--- config.mk ---
export PLATFORM = sky130hd
export DESIGN_NAME = mem_arbiter
export DESIGN_NICKNAME = d
export VERILOG_FILES = /design/src/rtl/mem_arbiter_pkg.sv /design/src/rtl/mem_arbiter.sv
export SDC_FILE = /design/constraint.sdc
export NUM_CORES = 1
export LEC_CHECK = 0
export ABC_AREA = 1
export CAP_MARGIN = 40
export CELL_PAD_IN_SITES_DETAIL_PLACEMENT = 1
export CELL_PAD_IN_SITES_GLOBAL_PLACEMENT = 1
export CORE_ASPECT_RATIO = 1.75
export CORE_MARGIN = 1
export CORE_UTILIZATION = 12
export DETAILED_ROUTE_END_ITERATION = 8
export PLACE_DENSITY_LB_ADDON = 0.1
export SLEW_MARGIN = 20
export SYNTH_ARGS = -nofsm -noshare
export SYNTH_HDL_FRONTEND = slang
export SYNTH_SLANG_ARGS = --single-unit
--- constraint.sdc ---
create_clock -name clk -period 3.65 [get_ports clk]
set_input_delay 0.73 -clock clk [delete_from_list [all_inputs] [get_ports clk]]
set_output_delay 0.73 -clock clk [all_outputs]
set_load 0.01 [all_outputs]
--- src/rtl/mem_arbiter_pkg.sv ---
// Shared constants and helpers for the fetch/data memory arbiter.
// Holds the word width, the response-owner encoding and the starvation counter width.
package mem_arbiter_pkg;

  localparam int WORD_LEN     = 32;
  localparam int STARVE_CNT_W = 4;

  typedef enum logic [1:0] {
    OWNER_NONE   = 2'd0,
    OWNER_IFETCH = 2'd1,
    OWNER_DLOAD  = 2'd2
  } owner_e;

  // Who gets the read data returning next cycle; stores never produce a response.
  function automatic owner_e next_owner(input logic grant_i, input logic grant_d, input logic wen);
    owner_e owner;
    if (grant_i) begin
      owner = OWNER_IFETCH;
    end else if (grant_d && !wen) begin
      owner = OWNER_DLOAD;
    end else begin
      owner = OWNER_NONE;
    end
    return owner;
  endfunction

endpackage

--- src/rtl/mem_arbiter.sv ---
// Single-port memory arbiter between instruction fetch and data load/store.
// Data has fixed priority; a saturating starvation counter forces a fetch grant.
module mem_arbiter
  import mem_arbiter_pkg::*;
#(
  parameter int STARVE_MAX = 4
) (
  input  logic                clk,
  input  logic                rst_n,
  input  logic                i_req_valid,
  input  logic [WORD_LEN-1:0] i_req_addr,
  output logic                i_req_ready,
  input  logic                i_flush,
  output logic                i_rsp_valid,
  output logic [WORD_LEN-1:0] i_rsp_data,
  input  logic                d_req_valid,
  input  logic                d_req_wen,
  input  logic [WORD_LEN-1:0] d_req_addr,
  input  logic [WORD_LEN-1:0] d_req_wdata,
  output logic                d_req_ready,
  output logic                d_rsp_valid,
  output logic [WORD_LEN-1:0] d_rsp_data,
  output logic [WORD_LEN-1:0] mem_addr,
  output logic                mem_wen,
  output logic [WORD_LEN-1:0] mem_wdata,
  input  logic [WORD_LEN-1:0] mem_rdata
);

  localparam logic [STARVE_CNT_W-1:0] STARVE_MAX_C = STARVE_CNT_W'(STARVE_MAX);
  localparam logic [STARVE_CNT_W-1:0] CNT_ONE      = {{(STARVE_CNT_W-1){1'b0}}, 1'b1};

  owner_e                  r_owner;
  logic [STARVE_CNT_W-1:0] r_starve_cnt;
  logic                    w_force_i;
  logic                    w_grant_i;
  logic                    w_grant_d;

  // Grant selection; nothing is granted while reset is held.
  always_comb begin
    w_force_i = 1'b0;
    w_grant_i = 1'b0;
    w_grant_d = 1'b0;
    if (rst_n) begin
      w_force_i = i_req_valid && (r_starve_cnt == STARVE_MAX_C);
      if (w_force_i) begin
        w_grant_i = 1'b1;
      end else if (d_req_valid) begin
        w_grant_d = 1'b1;
      end else if (i_req_valid) begin
        w_grant_i = 1'b1;
      end else begin
        w_grant_i = 1'b0;
        w_grant_d = 1'b0;
      end
    end else begin
      w_force_i = 1'b0;
    end
  end

  assign i_req_ready = w_grant_i;
  assign d_req_ready = w_grant_d;

  // Memory request mux: the granted requester drives the port, idle drives zeros.
  always_comb begin
    mem_addr  = {WORD_LEN{1'b0}};
    mem_wdata = {WORD_LEN{1'b0}};
    mem_wen   = 1'b0;
    if (w_grant_i) begin
      mem_addr = i_req_addr;
    end else if (w_grant_d) begin
      mem_addr  = d_req_addr;
      mem_wdata = d_req_wdata;
      mem_wen   = d_req_wen;
    end else begin
      mem_addr = {WORD_LEN{1'b0}};
    end
  end

  // Response owner and starvation counter state.
  always_ff @(posedge clk or negedge rst_n) begin
    if (!rst_n) begin
      r_owner      <= OWNER_NONE;
      r_starve_cnt <= {STARVE_CNT_W{1'b0}};
    end else begin
      r_owner <= next_owner(w_grant_i, w_grant_d, d_req_wen);
      if (!i_req_valid || w_grant_i) begin
        r_starve_cnt <= {STARVE_CNT_W{1'b0}};
      end else if (r_starve_cnt != STARVE_MAX_C) begin
        r_starve_cnt <= r_starve_cnt + CNT_ONE;
      end else begin
        r_starve_cnt <= r_starve_cnt;
      end
    end
  end

  // Read data returns one cycle after the grant; a flush only hides the fetch copy.
  always_comb begin
    i_rsp_valid = 1'b0;
    d_rsp_valid = 1'b0;
    case (r_owner)
      OWNER_IFETCH: i_rsp_valid = !i_flush;
      OWNER_DLOAD:  d_rsp_valid = 1'b1;
      OWNER_NONE:   i_rsp_valid = 1'b0;
      default:      d_rsp_valid = 1'b0;
    endcase
  end

  assign i_rsp_data = mem_rdata;
  assign d_rsp_data = mem_rdata;

endmodule

* Yosys cells after proc, flatten, opt, wreduce, memory -nomap -nowiden
Index checks and enable logic that the tools add are counted.
Word-level totals: register bits after elaboration 6, input bits 134, output and inout bits 133
Cells by class: add/subtract/negate cells 1, eq/ne operators 4, multiplexer cells 19, reduce and logical (&&, ||, !) cells 7
Operator list (count):
- 2-to-1 mux 32 bit | 4
- 2-to-1 mux 1 bit | 11
- 2-to-1 mux 4 bit | 2
- adder 4 x 1 -> 4 bit, second input constant | 1
- equality test 4 x 3 -> 1 bit, second input constant | 1
- 2-to-1 mux 2 bit | 2
- != test 4 x 3 -> 1 bit, second input constant | 1
- logical NOT 1 bit | 3
- equality test 2 x 1 -> 1 bit, second input constant | 1
- equality test 2 bit, second input constant | 1
- logical AND 1 bit | 2
- nonzero test 2 bit | 1
- logical OR 1 bit | 1

* Depth between registers and ports, before layout
depth after elaboration 7, mapped depth 10, gate-level depth less buffers 9

* Worst setup path after synthesis
Ideal clock, no wire load.
path kind input port to output port, from input port rst_n, to output port mem_addr[22], data arrival time 1.302 ns, setup slack 1.618 ns, stages 7, path through nand2_1 -> inv_1 -> nand2_4 -> inv_2 -> buf_6 -> nand2_1 -> nand2_1
On the way: cells in the longest elaborated chain, start to end 3, elaborated cells on any way between the ends 4, classes of those cells mux: 4
RTL lines:
- start: declaration | RTL line mem_arbiter.sv:9 | input logic rst_n,
- 2-to-1 mux 1 bit | RTL line mem_arbiter.sv:43 | if (rst_n) begin
- named net d_req_ready | RTL line mem_arbiter.sv:20 | output logic d_req_ready,
- 2-to-1 mux 32 bit | RTL line mem_arbiter.sv:70 | end else if (w_grant_d) begin
- 2-to-1 mux 32 bit | RTL line mem_arbiter.sv:68 | if (w_grant_i) begin
- end: declaration | RTL line mem_arbiter.sv:23 | output logic [WORD_LEN-1:0] mem_addr,
The timed path passes the listed nets, and every way through them passes these cells.

* Worst setup path after layout
from input port rst_n, to output port mem_addr[21]
On the way: cells in the longest elaborated chain, start to end 3, elaborated cells on any way between the ends 4, classes of those cells mux: 4
RTL lines (RTL line):
- 2-to-1 mux 1 bit | mem_arbiter.sv:43
- 2-to-1 mux 32 bit | mem_arbiter.sv:70
- 2-to-1 mux 32 bit (*) | mem_arbiter.sv:68
Mark *: on every way between the ends. The rest lies on a longest branch, timed or not.

==> reports/results.ini <==
[logic_synthesis]
synth_edf_count=0
syn_nets=416
yosysWarnings=0
synth_cells=280
seq_area_frac_synth=0.0998
async_reset_ff_frac=1.00
synth_area_um2=1510
synthFlopType=dfrtp_1
ys_ff_latch=6
yosysUniqueCellTypes=15
avgSynthCellArea_um2=5.38

[setup_path]
slowest_delay_ns=0.53
r2r-start=r_starve_cnt[0]
crit_arrival_ns=2.48
crit_chain=clkdlybuf4s50_1 > nand2_1 > inv_1 > nand2_4 > inv_2 > buf_4 > nand2_1 > nand2_1 > clkdlybuf4s50_1
critPathKind=primary input to primary output
end_kind=primary output
path_buf_inv=5
required_ns=2.92
crit_slowest_cell=clkdlybuf4s50_1
critPathLaunch=rst_n
startpoint_type=primary input
cpMostUsedCell=nand2_1
cp_max_fo=17
crit_family=buffers and inverters

[pwr]
internal_power_uw=401
pwr-share-clk=0.327
power.switching_uw=152
p_comb_frac=0.536
power_frac_seq=0.137
ir_drop_mv=0.0919
powerDensity_nw_per_um2=184
p_leak_nw=1.42
swShare=0.275

[die]
die-area_um2=13000
num_io_pins=267
rows=53
start_util=0.124
coreArea_um2=12100
die_h_um=150
die_x_um=86.7

[worst_hold_path]
worstHoldStart=r_starve_cnt[0]
hold_class=register to register

[finish]
final_nets=523
drive_above_1_share=0.0312
antenna_cells=0
syn2layout_area_growth_pct=99.3

[clock_tree]
clk_pin_slew_ns=0.03
clk_latency_ns=0.23
cts_resized=0
cts-hold-fix-buffers=0
cts_tree=built
cts_setup_buffers=0
htree_levels=1
cts.sinks=6
cts_root_buf=clkbuf_16
cts_buffers=3
clockBufferDepth=2

[timing]
tightest_slew_ns=0.300
finalHoldViolations=0
rsz0062_at_grt=false
finalSetupViolCount=0
fmax_mhz=311
finalCritPeriodShare=0.880
setup_slack_ns=0.439
fin_skew_ns=0.00112
tns_ns=0
fin_crit_ns=3.21
slew_viol_final=0
slew_headroom=0.799

[grt]
grt_remaining_overflow=0
antenna_found_initial=0
grt_pass1_wl_um=9430
grt_pass1_vias=1872
grt_usage=0.0946
grt_max_degree=35

[detailed_routing]
routed_wl_um=6520
via_per_inst=3.49
drt_iter0_drc=19
dr.pass1.iters=2
vias=1918
wl_per_cell_um=11.9
drc_errors=0
ant_nets=0

[outcome]
status=finished, final reports clean

[placement]
gp_congestion=0.709
post-place-ws_ns=0.403
port_buffers=170
hpwlAfterDp_um=5650

[job]
cap_violations=0

## power by group through the flow
stage / Clock, mW / Sequential, mW / Combinational [mW]
floorplan: 0 / 0.0751 / 0.162
global placement: 0 / 0.0765 / 0.300
detailed placement: 0 / 0.0766 / 0.302
CTS: 0.183 / 0.0758 / 0.304
global route: 0.187 / 0.0767 / 0.323
finish: 0.181 / 0.0756 / 0.297
## kinds of logic after synthesis
kind of cell / Yosys count / synth area share
AND/OR/NAND/NOR: 150 / 0.384
AO/OA/AOI/OAI: 3 / 0.0116
flip-flops: 6 / 0.0997
adder cells (fa/ha/maj): 2 / 0.0166
XOR/XNOR: 2 / 0.0116
buffers and inverters: 117 / 0.476
## final cells by class
type / count / area [um^2]
repair buffers: 175 / 1760
inverters: 44 / 165
well taps: 165 / 206
flip-flops and latches: 6 / 150
multi-input cells: 157 / 638
fillers: 1532 / 9140
clock buffers: 3 / 75.1
## cell usage after synthesis, types with 2 or more instances
library cell  count  area [um^2]
inv_1            42          158
nand3_1           4         20.0
o21ai_0           2         10.0
dfrtp_1           6          150
ha_1              2         25.0
nand2_1         104          390
xor2_1            2         17.5
inv_2             2         7.51
buf_6             3         33.8
buf_2             3         15.0
buf_4            67          503
nor2_1           40          150
## path summary, 6_finish.rpt
path                              endpoint  slack, ns  cells past startpoint
setup reg to reg                r_owner[1]       2.18                      8
hold reg to reg            r_starve_cnt[0]       0.57                      1
min in group asynchronous       r_owner[0]       0.88                      2
hold / removal             r_starve_cnt[0]       0.57                      1
max in group asynchronous       r_owner[1]       2.65                      2
setup / recovery              mem_addr[21]       0.44                      9
## layout by cell type, fill, tap and decap left out
master and instances:
clkdlybuf4s50_1 170, nand2_1 104, inv_1 42, nor2_1 40
dfrtp_1 6, nand3_1 4, clkbuf_16 3, buf_4 3
inv_2 2, xor2_1 2, o21ai_0 2, ha_1 2
buf_12 2, nor2_2 1, nand2_4 1, o211ai_1 1
## metrics by stage
stage          power, mW   util  instances  hold slack (ns)  cell area (um^2)
2_1_floorplan      0.237      -        280            0.434              1510
3_3_place_gp       0.377  0.241        547            0.565              2920
3_5_place_dp       0.378  0.241        547            0.565              2920
4_1_cts            0.562  0.247        550            0.574              3000
5_1_grt            0.587  0.247        550            0.634              3000
6_report           0.553  0.247        550            0.573              3000
## state kept, by name, summed over array words and instances (netlist names)
| signal | cells |
|---|---|
| r_starve_cnt | 4 |
| r_owner | 2 |
## metal layers
| metal | GRT usage | vias to the layer above | part of all wire |
|---|---|---|---|
| li1 | - | 944 | - |
| met1 | 0.0773 | 823 | 0.28 |
| met2 | 0.194 | 112 | 0.57 |
| met3 | 0.0175 | 39 | 0.096 |
| met4 | 0.0642 | 0 | 0.050 |
| met5 | 0 | - | 0 |
(Power assumes the default switching activity.)
